`config.mk`:
```
export PLATFORM = sky130hd
export DESIGN_NAME = probe_clk_ctrl_flat
export DESIGN_NICKNAME = d
export VERILOG_FILES = /design/src/rtl/probe_pkg.sv /design/src/rtl/probe_clk_ctrl_if.sv /design/src/rtl/probe_clk_ctrl_period_counter.sv /design/src/rtl/probe_clk_ctrl.sv /design/src/flat_wrapper.sv
export SDC_FILE = /design/constraint.sdc
export NUM_CORES = 1
export LEC_CHECK = 0
export CORE_UTILIZATION = 40
export CTS_CLUSTER_DIAMETER = 30
export DETAILED_ROUTE_END_ITERATION = 8
export PLACE_DENSITY = 0.68
export SETUP_SLACK_MARGIN = 0.05
export SLEW_MARGIN = 20
export SYNTH_ARGS = -nofsm -noshare
export SYNTH_HDL_FRONTEND = slang
export SYNTH_HIERARCHICAL = 1
export SYNTH_SLANG_ARGS = --single-unit
```
`constraint.sdc`:
```
create_clock -name clk -period 10.07 [get_ports clk]
set_input_delay 1.5105 -clock clk [delete_from_list [all_inputs] [get_ports clk]]
set_output_delay 1.5105 -clock clk [all_outputs]
set_load 0.005 [all_outputs]
```
`src/rtl/probe_pkg.sv`:
```
// Shared types and constants for the probe clock controller.
package probe_pkg;

    localparam int CNT_W_DEF   = 32;
    localparam int BURST_W_DEF = 16;
    localparam int MIN_PERIOD  = 2;

    typedef enum logic [1:0] {
        IDLE  = 2'd0,
        RUN   = 2'd1,
        DRAIN = 2'd2
    } state_e;

endpackage

```
`src/rtl/probe_clk_ctrl_if.sv`:
```
// Configuration handshake between command logic and the clock controller.
interface probe_clk_ctrl_if #(
    parameter int CNT_W   = 32,
    parameter int BURST_W = 16
);
    logic               cfg_valid;
    logic               cfg_ready;
    logic [CNT_W-1:0]   cfg_period;
    logic [CNT_W-1:0]   cfg_high;
    logic [BURST_W-1:0] cfg_burst;

    modport master (
        output cfg_valid, cfg_period, cfg_high, cfg_burst,
        input  cfg_ready
    );

    modport slave (
        input  cfg_valid, cfg_period, cfg_high, cfg_burst,
        output cfg_ready
    );
endinterface

```
`src/rtl/probe_clk_ctrl_period_counter.sv`:
```
// Free-running period counter: counts 0..period-1 while enabled, flags the last cycle.
module period_counter #(
    parameter int CNT_W = 32
) (
    input  logic             clk,
    input  logic             rst_n,
    input  logic             en,
    input  logic             clr,
    input  logic [CNT_W-1:0] period,
    output logic [CNT_W-1:0] count,
    output logic             wrap
);

    assign wrap = en && (count == period - CNT_W'(1));

    always_ff @(posedge clk or negedge rst_n) begin
        if (!rst_n) begin
            count <= '0;
        end else if (clr) begin
            count <= '0;
        end else if (en) begin
            count <= wrap ? '0 : count + CNT_W'(1);
        end
    end

endmodule

```
`src/rtl/probe_clk_ctrl.sv`:
```
// Square-wave sequencer: owns the divider, applies new settings only at period
// boundaries, and runs continuously or for a finite burst of periods.
module probe_clk_ctrl
    import probe_pkg::*;
#(
    parameter int               CNT_W      = CNT_W_DEF,
    parameter int               BURST_W    = BURST_W_DEF,
    parameter logic [CNT_W-1:0] DEF_PERIOD = CNT_W'(100000000),
    parameter logic [CNT_W-1:0] DEF_HIGH   = CNT_W'(50000000)
) (
    input  logic                clk,
    input  logic                rst_n,
    probe_clk_ctrl_if.slave     cfg,
    input  logic                start,
    input  logic                stop,
    output logic                square_out,
    output logic                busy,
    output logic                period_tick,
    output logic                done,
    output logic [BURST_W-1:0]  period_cnt
);

    function automatic logic [CNT_W-1:0] clamp_period(input logic [CNT_W-1:0] p);
        return (p < CNT_W'(MIN_PERIOD)) ? CNT_W'(MIN_PERIOD) : p;
    endfunction

    // high=0 wins over high>=period so a zero request always means "low".
    function automatic logic [CNT_W-1:0] clamp_high(input logic [CNT_W-1:0] h,
                                                    input logic [CNT_W-1:0] p);
        if (h == '0)
            return '0;
        else if (h >= p)
            return clamp_period(p);
        else
            return h;
    endfunction

    state_e             state, nxt_state;
    logic [CNT_W-1:0]   act_period, act_high, nxt_period, nxt_high;
    logic [CNT_W-1:0]   pend_period, pend_high;
    logic [BURST_W-1:0] act_burst, nxt_burst, pend_burst, nxt_pc;
    logic               pend_valid;
    logic [CNT_W-1:0]   count, nxt_cnt;
    logic               wrap, run_en, start_go, copy, burst_end;
    logic               nxt_busy, nxt_tick, nxt_done;

    assign cfg.cfg_ready = !pend_valid;
    assign run_en        = (state != IDLE);
    assign start_go      = (state == IDLE) && start && !stop;

    period_counter #(.CNT_W(CNT_W)) u_cnt (
        .clk    (clk),
        .rst_n  (rst_n),
        .en     (run_en),
        .clr    (start_go),
        .period (act_period),
        .count  (count),
        .wrap   (wrap)
    );

    // Outputs are registered from next-cycle values so they line up with the counter.
    always_comb begin
        copy       = pend_valid && ((state == IDLE) || wrap);
        nxt_period = copy ? clamp_period(pend_period) : act_period;
        nxt_high   = copy ? clamp_high(pend_high, pend_period) : act_high;
        nxt_burst  = copy ? pend_burst : act_burst;
        burst_end  = (state == RUN) && wrap && (act_burst != '0) &&
                     (period_cnt == act_burst - BURST_W'(1));

        nxt_state = state;
        case (state)
            IDLE:    if (start_go) nxt_state = RUN;
            RUN:     if (burst_end) nxt_state = IDLE;
                     else if (stop) nxt_state = DRAIN;
            DRAIN:   if (wrap) nxt_state = IDLE;
            default: nxt_state = IDLE;
        endcase

        nxt_cnt = (start_go || wrap) ? '0 : (run_en ? count + CNT_W'(1) : count);

        nxt_pc = period_cnt;
        if (start_go)
            nxt_pc = '0;
        else if (wrap && !(&period_cnt))
            nxt_pc = period_cnt + BURST_W'(1);

        nxt_busy = (nxt_state != IDLE);
        nxt_tick = nxt_busy && (nxt_cnt == nxt_period - CNT_W'(1));
        nxt_done = nxt_tick && ((nxt_state == DRAIN) ||
                   ((nxt_state == RUN) && (nxt_burst != '0) &&
                    (nxt_pc == nxt_burst - BURST_W'(1))));
    end

    always_ff @(posedge clk or negedge rst_n) begin
        if (!rst_n) begin
            state       <= IDLE;
            act_period  <= DEF_PERIOD;
            act_high    <= DEF_HIGH;
            act_burst   <= '0;
            pend_valid  <= 1'b0;
            pend_period <= '0;
            pend_high   <= '0;
            pend_burst  <= '0;
            period_cnt  <= '0;
            square_out  <= 1'b0;
            busy        <= 1'b0;
            period_tick <= 1'b0;
            done        <= 1'b0;
        end else begin
            state       <= nxt_state;
            act_period  <= nxt_period;
            act_high    <= nxt_high;
            act_burst   <= nxt_burst;
            period_cnt  <= nxt_pc;
            square_out  <= nxt_busy && (nxt_cnt < nxt_high);
            busy        <= nxt_busy;
            period_tick <= nxt_tick;
            done        <= nxt_done;
            if (cfg.cfg_valid && !pend_valid) begin
                pend_valid  <= 1'b1;
                pend_period <= cfg.cfg_period;
                pend_high   <= cfg.cfg_high;
                pend_burst  <= cfg.cfg_burst;
            end else if (copy) begin
                pend_valid  <= 1'b0;
            end
        end
    end

endmodule

```
`src/flat_wrapper.sv`:
```
// flat-port wrapper written by rule: the top's interface ports become plain ports
module probe_clk_ctrl_flat import probe_pkg::*;
#(
    parameter int               CNT_W      = CNT_W_DEF,
    parameter int               BURST_W    = BURST_W_DEF,
    parameter logic [CNT_W-1:0] DEF_PERIOD = CNT_W'(100000000),
    parameter logic [CNT_W-1:0] DEF_HIGH   = CNT_W'(50000000)
)
  (clk, rst_n, start, stop, square_out, busy, period_tick, done, period_cnt, cfg_cfg_valid, cfg_cfg_period, cfg_cfg_high, cfg_cfg_burst, cfg_cfg_ready);
  probe_clk_ctrl_if #(.CNT_W(CNT_W), .BURST_W(BURST_W)) cfg_i ();
  input  logic clk;
  input  logic rst_n;
  input  logic start;
  input  logic stop;
  output logic square_out;
  output logic busy;
  output logic period_tick;
  output logic done;
  output logic [BURST_W-1:0] period_cnt;
  input wire logic [$bits(cfg_i.cfg_valid)-1:0] cfg_cfg_valid;
  input wire logic [$bits(cfg_i.cfg_period)-1:0] cfg_cfg_period;
  input wire logic [$bits(cfg_i.cfg_high)-1:0] cfg_cfg_high;
  input wire logic [$bits(cfg_i.cfg_burst)-1:0] cfg_cfg_burst;
  output wire logic [$bits(cfg_i.cfg_ready)-1:0] cfg_cfg_ready;
  assign cfg_i.cfg_valid = cfg_cfg_valid;
  assign cfg_i.cfg_period = cfg_cfg_period;
  assign cfg_i.cfg_high = cfg_cfg_high;
  assign cfg_i.cfg_burst = cfg_cfg_burst;
  assign cfg_cfg_ready = cfg_i.cfg_ready;
  probe_clk_ctrl #(.CNT_W(CNT_W), .BURST_W(BURST_W), .DEF_PERIOD(DEF_PERIOD), .DEF_HIGH(DEF_HIGH)) u_core (.clk(clk), .rst_n(rst_n), .cfg(cfg_i), .start(start), .stop(stop), .square_out(square_out), .busy(busy), .period_tick(period_tick), .done(done), .period_cnt(period_cnt));
endmodule
```
==> results.sh, run 1 <==
export IMPL_rr_worst_depth=20
export IMPL_setup_viol=0
export IMPL_regToRegSetupSlack_ns=2.36
export IMPL_area_growth_pct=23.4
export IMPL_critPathArrivalTime_ns=8.24
export IMPL_r2r_start="u_core/act_period[0]"
export IMPL_post_cts_resized=0
export IMPL_r2r_end="u_core/done"
export IMPL_worstHoldPathCells=2
export IMPL_preCtsSetupSlack_ns=2.52
export IMPL_postCtsSetupRepairBufs=0
export IMPL_cts_htree_levels=2
export IMPL_hold_viol=0
export IMPL_crit_fanout=45
export IMPL_ys_warnings_count=6
export IMPL_clock_latency_ns=0.62
export IMPL_fin_nets=2004
export IMPL_crit_path_end_kind="flop"
export IMPL_ir_worst_vdd_mv=0.234
export IMPL_mappedNetlistArea_sq_um=15400
export IMPL_cts_buffers=59
export IMPL_p_leak_nw=8.14
export IMPL_cts_sinks=215
export IMPL_fin_crit_ns=7.71
export IMPL_diodes=0
export IMPL_rsz0062_at_grt="false"
export IMPL_worstMarginPinSlew_ns=1.05
export IMPL_status="completed"
export IMPL_crit_type="reg2reg"
export IMPL_grt_first_pass_wirelength_mm=75.7
export IMPL_setup_ws_ns=2.36
export IMPL_drt_iter0_markers=1251
export IMPL_dieArea_sq_um=39200
export IMPL_ys_flop_type="dfrtp_1"
export IMPL_hold_ws_ns=0.481
export IMPL_coreArea_sq_um=37800
export IMPL_hold_end="u_core/act_high[0]"
export IMPL_async_flop_share_pct=100
export IMPL_synth_edff_count=0
export IMPL_drv_slew=0
export IMPL_p_per_area_nw_per_um2=346
export IMPL_die_w_um=198
export IMPL_cts_tree="built"
export IMPL_grt_max_degree=98
export IMPL_place_congestion=0.939
export IMPL_postCtsHoldBufs=0
export IMPL_drive_gt1_share_pct=11.8
export IMPL_drc=0
export IMPL_initial_core_util_pct=40.7
export IMPL_grt_remaining_overflow=0
export IMPL_ant_nets=0
export IMPL_cts_clk_slew_worst_paths_ns=0.05
export IMPL_hold_start="u_core/act_high[0]"
export IMPL_clockRootBuffer="clkbuf_16"
export IMPL_synth_net_count=1901
export IMPL_row_count=71
export IMPL_worstPathRequired_ns=10.59
export IMPL_die_h_um=198
export IMPL_max_slew_margin_rel_pct=29.8
export IMPL_wire_per_inst_um=20.0
export IMPL_syn_area_per_cell_sq_um=8.81
export IMPL_maxCapViolCount=0
export IMPL_synth_distinct_cells=85
export IMPL_dp_hpwl_mm=35.5
export IMPL_firstDrtPassIters=6
export IMPL_vias=14060
export IMPL_port_buffers=105
export IMPL_pin_count=106
export IMPL_critPathLaunchType="flop"
export IMPL_skew_ns=0.0587
export IMPL_yosysSeqAreaShare_pct=35.2
export IMPL_final_period_utilization_pct=76.6
export IMPL_wl_mm=48.3
export IMPL_max_freq_ghz=0.130
export IMPL_synthesis_instances=1746
export IMPL_cts_buffer_depth=3
export IMPL_fin_setup_tns_ns=0
export IMPL_via_per_inst=5.83
export IMPL_track_usage_pct=24.8
export IMPL_antenna_found_initial=0
export IMPL_yosys_register_bits=215
export IMPL_grt_pass1_vias=13492
export IMPL_hold_class="reg2reg"
[cell usage after synthesis, types with 50 or more instances]
cell	instances	share of area, %
a21oi_1	52	1.7
dfrtp_1	191	31
ha_1	70	5.7
inv_1	122	3.0
mux2_2	54	4.0
mux2i_1	57	3.7
nand2_1	173	4.2
nand3_1	50	1.6
nor2_1	113	2.8
nor3_1	58	1.9
nor4_1	56	2.3
o21ai_0	91	3.0
xnor2_1	92	5.2
xor2_1	53	3.0
[worst max-delay path, cell delays in order, from the launching register on]
cell and delay [ns]:
dfrtp_1 0.47, inv_1 0.09, ha_1 0.22, or4b_1 0.63
or4_1 0.66, nor4_1 0.34, mux2_2 0.37, nor4_1 0.25
nand4_1 0.55, inv_2 0.25, o21bai_4 0.22, nand2_4 0.34
mux2i_2 0.39, inv_1 0.10, or4_4 0.62, nor4b_2 0.64
xnor2_1 0.16, xnor2_1 0.15, or3_1 0.37, or4_4 0.54
nor4_2 0.24
[layout make-up]
cell class,instances,area [sq um]
well taps,511,639
fillers,3460,18800
inverters,124,465
flip-flops and latches,215,5410
clock inverters,29,460
repair buffers,118,1150
clock buffers,83,1660
multi-input cells,1331,9200
[cells in the final DEF, fill, tap and decap left out, types with 53 or more instances in the layout]
master,Yosys,final
nor3_1,58,57
dfrtp_1,191,191
xor2_1,53,53
nor2_1,113,113
clkdlybuf4s50_1,0,104
inv_1,122,122
ha_1,70,70
nand2_1,173,173
o21ai_0,91,91
mux2i_1,57,57
xnor2_1,92,92
mux2_2,54,54
clkbuf_16,0,59
nor4_1,56,56
[cell families (layout without fill, tap and decap cells)]
kind of cell	Yosys count	in the layout	share of synthesized area, %
DFF	215	215	35.2
and+or+nand+nor	659	659	22.5
xor gates and xnor gates	149	149	8.85
AOI/OAI and AO/OA	341	341	14.9
buffers and inverters	200	354	5.19
muxes	112	112	7.75
adders and majority gates	70	70	5.69
[registers in the layout (all words and copies together), names as in the netlist, 2 cells and up]
register and count:
u_core/pend_burst 16, u_core/act_burst 16, u_core/pend_period 32, u_core/pend_high 32
u_core/act_period 32, u_core/period_cnt 16, u_core/state 2, u_core/u_cnt/count 32
u_core/act_high 32
[worst max path at each step]
stage / startpoint / to / slack, ns
2_1_floorplan: u_core/act_period[0] / u_core/done / 2.86
3_3_place_gp: u_core/act_period[0] / u_core/done / 2.61
3_5_place_dp: u_core/act_period[0] / u_core/done / 2.52
4_1_cts: u_core/act_period[0] / u_core/done / 2.44
5_1_grt: u_core/act_period[0] / u_core/done / 1.68
6_report: u_core/act_period[0] / u_core/done / 2.36
[per-layer routing]
| layer | vias to the layer above | part of all wire (%) | track usage [%] |
|---|---|---|---|
| met4 | 0 | 2.7 | 8.27 |
| met2 | 560 | 44 | 37.3 |
| li1 | 6567 | - | - |
| met1 | 6851 | 46 | 35.8 |
| met5 | - | 0 | 0 |
| met3 | 82 | 7.3 | 4.26 |
[power breakdown]
part | switching, mW | leakage, nW | internal (mW)
logic | 1.67 | 4.47 | 1.20
registers | 0.485 | 2.66 | 1.24
clock network | 0.593 | 1.01 | 1.37
[stage by stage]
step	utilization, %	cell area [sq um]	cells	power [mW]
final	50.3	19000	2411	6.56
after global routing	50.3	19000	2411	6.96
after CTS	50.3	19000	2411	6.53
after detailed placement	44.7	16900	2299	4.52
after global placement	44.7	16900	2299	4.46
after floorplan	-	15400	1746	3.70
No activity file was read; power rests on OpenSTA's default activity.
==> inputs of run 2 (changes only) <==
Settings changed: PLACE_DENSITY 0.68 to 0.7.
Clock period 10.07 ns to 6.55 ns, I/O delays scaled along.
==> run 2 against run 1 <==
Against the previous run:
- flip-flop and latch count unchanged
- clock power grew 37%
- global-route usage up 0.59 points
- cell count increased by 0.71%
- non-clock buffer count up 28
- design area rose by 0.51%
- combinational power increased by 65%
- die area is the same
- routed wire length grew 2.0%
- maximum frequency increased by 26%
- sequential share of layout area down 0.15 points
- highest routed layer unchanged
==> results.sh, run 2 (synthesized netlist as in run 1, its figures left out) <==
export IMPL_status="completed"
export IMPL_p_per_area_nw_per_um2=526
export IMPL_die_w_um=198
export IMPL_globalRouteMet1Util_pct=36.1
export IMPL_via_per_inst=5.84
export IMPL_critPathArrivalTime_ns=6.62
export IMPL_crit_path_end_kind="flop"
export IMPL_clockRootBuffer="clkbuf_16"
export IMPL_grt_pass1_vias=13808
export IMPL_ant_nets=0
export IMPL_drive_gt1_share_pct=13.7
export IMPL_place_congestion=0.949
export IMPL_worstPathRequired_ns=7.03
export IMPL_fin_setup_tns_ns=0
export IMPL_crit_type="reg2reg"
export IMPL_cts_tree="built"
export IMPL_r2r_start="u_core/act_period[0]"
export IMPL_max_freq_ghz=0.163
export IMPL_rr_worst_depth=20
export IMPL_p_leak_nw=8.22
export IMPL_dp_hpwl_mm=36.5
export IMPL_final_period_utilization_pct=93.8
export IMPL_firstDrtPassIters=6
export IMPL_cts_clk_slew_worst_paths_ns=0.04
export IMPL_postLayoutCoreUtil_pct=50.5
export IMPL_row_count=71
export IMPL_drc=0
export IMPL_critPathLaunchType="flop"
export IMPL_layout_common_cells="191 x dfrtp_1, 172 x nand2_1, 122 x inv_1"
export IMPL_coreArea_sq_um=37800
export IMPL_track_usage_pct=25.4
export IMPL_cts_buffers=55
export IMPL_max_slew_margin_rel_pct=27.1
export IMPL_regToRegSetupSlack_ns=0.40
export IMPL_grt_remaining_overflow=0
export IMPL_top_usage_layer="met2"
export IMPL_cts_htree_levels=2
export IMPL_crit_fanout=79
export IMPL_comb_power_share_pct=47.1
export IMPL_ir_worst_vdd_mv=0.357
export IMPL_worstMarginPinSlew_ns=1.09
export IMPL_area_growth_pct=24.1
export IMPL_grt_use_met3_pct=3.93
export IMPL_hold_class="in2async"
export IMPL_hold_viol=0
export IMPL_final_common_cell="dfrtp_1"
export IMPL_p_int_mw=5.77
export IMPL_port_buffers=105
export IMPL_grtUsageMet2_pct=38.8
export IMPL_wl_mm=49.2
export IMPL_drt_iter0_markers=1128
export IMPL_die_h_um=198
export IMPL_pin_count=106
export IMPL_fin_crit_ns=6.15
export IMPL_antenna_found_initial=0
export IMPL_cts_sinks=215
export IMPL_clock_latency_ns=0.59
export IMPL_pwr_share_seq_pct=26.0
export IMPL_rsz0062_at_grt="false"
export IMPL_switching_share_pct=42.5
export IMPL_r2r_end="u_core/done"
export IMPL_dieArea_sq_um=39200
export IMPL_skew_ns=0.0246
export IMPL_fin_nets=2029
export IMPL_drv_slew=0
export IMPL_maxCapViolCount=0
export IMPL_diodes=0
export IMPL_setup_viol=0
export IMPL_p_clk_share_pct=26.9
export IMPL_vias=14190
export IMPL_p_sw_mw=4.26
export IMPL_grt_max_degree=99
export IMPL_cts_buffer_depth=3
export IMPL_initial_core_util_pct=40.7
export IMPL_grt_first_pass_wirelength_mm=77.2
export IMPL_wire_per_inst_um=20.3
run 2: changes by cell type in the layout (fill, tap and decap cells not counted), moves of 3 or more:
| cell | previous run | this run |
|---|---|---|
| buf_4 | 13 | 40 |
| nor4_1 | 56 | 53 |
| clkbuf_16 | 59 | 55 |
| clkbuf_1 | 15 | 8 |
| clkinv_2 | 8 | 14 |
| nor4_2 | 1 | 4 |
| bufinv_16 | 9 | 6 |
| clkinvlp_4 | 7 | 3 |
run 2: worst max path at each step:
stage	endpoint	slack, ns	depth (start not counted)	startpoint
after floorplan	u_core/done	0.06	34	u_core/act_period[0]
after global placement	u_core/period_tick	0.51	20	u_core/act_period[1]
after detailed placement	u_core/done	0.37	20	u_core/act_period[1]
after CTS	u_core/done	0.35	20	u_core/act_period[1]
after global routing	u_core/done	0.007	25	u_core/act_period[1]
final	u_core/done	0.40	20	u_core/act_period[0]
run 2: final cells by class:
class	instances	area [sq um]
inverter	124	465
multi-input combinational	1332	9330
timing repair buffer	146	1380
tap	511	639
clock inverter	26	310
fill	3495	18700
clock buffer	74	1560
sequential	215	5410
run 2: power by group through the flow:
| stage | registers [mW] | logic [mW] | clock network (mW) |
|---|---|---|---|
| 2_1_floorplan | 2.30 | 3.48 | 0 |
| 3_3_place_gp | 2.57 | 4.44 | 0 |
| 3_5_place_dp | 2.60 | 4.53 | 0 |
| 4_1_cts | 2.58 | 4.58 | 2.75 |
| 5_1_grt | 2.68 | 5.17 | 2.81 |
| 6_report | 2.61 | 4.73 | 2.70 |
run 2: per-layer routing:
metal  routed length (um)  part of all wire, %
met5                    0                    0
met4                 1390                  2.8
met3                 3400                  6.9
met2                22200                   45
met1                22200                   45
run 2: through the flow:
step	setup slack [ns]	cell area (sq um)	std cells	total power [mW]	hold slack [ns]
floorplan	0.0580	15500	1746	5.79	0.443
global placement	0.514	17100	2316	7.01	0.456
detailed placement	0.373	17100	2316	7.12	0.475
CTS	0.354	18900	2416	9.91	0.471
global route	0.00742	19100	2428	10.7	0.516
finish	0.405	19100	2428	10.0	0.451
run 2: worst max-delay path, stage by stage (launching register included):
cell	delay (ns)
dfrtp_1	0.37
buf_4	0.17
or4_1	0.58
buf_4	0.21
nor4_1	0.52
mux2i_1	0.14
o32ai_1	0.55
nor4_2	0.07
nand4_1	0.15
inv_2	0.07
o21bai_4	0.25
nand2_8	0.17
buf_12	0.34
o21ai_0	0.17
or4_4	0.52
nor4b_4	0.42
xnor2_1	0.15
xnor2_1	0.13
or3_1	0.38
or4_4	0.44
nor4_2	0.16
run 2: what timing repair did:
action	in CTS	in global routing
hold buffers	0	0
resized for setup	0	10
setup buffers	0	11
endpoints found under the hold margin	0	0
setup endpoints to repair	0	3
==> edit (settings of run 2) <==
`BURST_W_DEF`: 16 -> 32.
--- a/src/rtl/probe_pkg.sv
+++ b/src/rtl/probe_pkg.sv
@@ -2,7 +2,7 @@
 package probe_pkg;
 
     localparam int CNT_W_DEF   = 32;
-    localparam int BURST_W_DEF = 16;
+    localparam int BURST_W_DEF = 32;
     localparam int MIN_PERIOD  = 2;
 
     typedef enum logic [1:0] {
Ports: changed (resized cfg_cfg_burst and period_cnt); port bits go from 106 to 138. The function was not compared with the original's and may differ.
==> edit against run 2 <==
Design area up 26%; combinational power grew 26%; via count is 24% higher; synthesized cell count is 20% higher; wire length grew 30%; utilization increased by 1.4 points; power is 28% higher; sequential cell count is 48 higher; sequential share of layout area shrank 0.95 points; synthesized area is 22% higher; worst setup slack lost 81 ps; sequential power is 21% higher; largest power group unchanged.
==> edit: results (changes against run 2) <==
stage,metric,value,unit,change
status,outcome,"finished, final reports clean",,
routing,via_count,17700,,+24%
placement,port_buffers,137,,+30%
critical_path,cp_slowest_cell,or4_4,,
routing,met2_length,32000,um,+44%
placement,dpl_cell_area,21300,sq um,+25%
yosys,netlist_top_cells_area,"dfrtp_1 (32%), xnor2_1 (6.6%), ha_1 (4.8%)",,
placement,dp_slack,-168,ps,-541 ps
finish,drive_above_1_share,0.165,,+0.0277
clock_tree,clock_latency,610,ps,+20 ps
critical_path,reg2reg_depth,22,,+10%
placement,dpl.cell_count,2837,,+22%
critical_path,crit_arrival,6740,ps,+120 ps
yosys,synth_seq_area_share,0.351,,-0.000597
clock_tree,cts_root_buffer,clkbuf_16,,
timing,max-slew-margin-rel,0.292,,+0.0206
placement,dp_hpwl,47600,um,+30%
clock_tree,htree_levels,3,,+1
routing,drtPass1Iterations,6,,unchanged
placement,gp_congestion,0.979,,+3.2%
global_routing,grt_pass1_wl,98900,um,+28%
finish,final-seq-area,6610,sq um,+22%
power,p_leak,0.0103,uW,+25%
yosys,yosysUniqueCellTypes,89,,+4.7%
clock_tree,cts_buffers,73,,+33%
finish,final.fill_count,4184,,+20%
routing,wl_met1,25700,um,+16%
global_routing,grt_max_degree,163,,+65%
routing,wl_met3,3830,um,+12%
finish,stdcell_count,2978,,+23%
routing,routedWlPerCell,21.5,um,+6.1%
finish,nets,2484,,+22%
yosys,synthesis.nets,2272,,+20%
global_routing,grt_pass1_vias,17300,,+25%
global_routing,grtUsageMet1,0.325,,-0.0354
critical_path,worstPathMaxFanout,11,,-86%
clock_tree,cts_resized,1,,+1
timing,timing.final.ws_setup,324,ps,-81.4 ps
yosys,yosys-top-cells-count,"dfrtp_1 (239), nand2_1 (172), inv_1 (144), xnor2_1 (141), nor2_1 (128)",,
power,ir_drop,0.321,mV,-10%
critical_path,cpPeakStageDelay,630,ps,+50 ps
global_routing,grt_use_met2,0.470,,+0.0818
global_routing,grtUsageMet3,0.0428,,+0.00348
clock_tree,cts_setup_buffers,3,,+3
routing,dr.first_iter.drc_count,1740,,+54%
yosys,avgSynthCellArea,8.97,sq um,+1.8%
global_routing,grt_util_all_layers,0.268,,+0.0141
timing,skew,24.9,ps,+0.240 ps
critical_path,reg2reg_from,u_core/act_period[1],,
==> edit: worst min path at each step <==
stage                           from               endpoint  slack, ps  cells past startpoint
3_5_place_dp      u_core/act_high[0]     u_core/act_high[0]        500                      1
6_report                       rst_n   u_core/period_cnt[9]        410                      1
5_1_grt                        rst_n   u_core/period_cnt[9]        470                      1
3_3_place_gp      u_core/act_high[0]     u_core/act_high[0]        510                      1
2_1_floorplan  u_core/pend_burst[12]  u_core/pend_burst[12]        470                      1
4_1_cts                        rst_n   u_core/period_cnt[9]        470                      1
==> edit: worst register-to-register path, cell delays in order (launching register included) <==
cell and delay [ps]:
dfrtp_1 370, buf_4 150, or4_4 550, or4_4 540, buf_4 160, o31ai_2 240, o21ai_1 90, nor4_1 250
nand4_1 210, inv_2 120, o21ba_2 180, nor2_4 100, buf_12 160, buf_4 130, mux2_4 300, or4_4 520
or4_4 630, nor3_4 240, o311ai_1 110, a211oi_1 260, nand4_1 110, or4_1 540, a21boi_1 160
==> edit: cell families after synthesis <==
kind of cell	Yosys count	share of synthesized area
flip-flops	263	0.351
AND/OR/NAND/NOR	801	0.230
multiplexers	156	0.0888
adder cells (fa/ha/maj)	72	0.0478
XOR/XNOR	202	0.101
buffers and inverters	241	0.0501
AO/OA/AOI/OAI	364	0.131
==> edit: final cells by class <==
cell class,count,area share
Timing Repair Buffer,231,0.0881
Multi-Input combinational cell,1595,0.476
Clock inverter,39,0.0226
Tap cell,607,0.0315
Sequential cell,263,0.274
Clock buffer,96,0.0851
Inverter,147,0.0229
==> edit: power by group <==
group / switching [uW] / internal, uW / leakage, uW
clock: 1150 / 2570 / 0.00126
combinational: 3370 / 2600 / 0.00578
sequential: 853 / 2310 / 0.00325
total: 5370 / 7480 / 0.0103
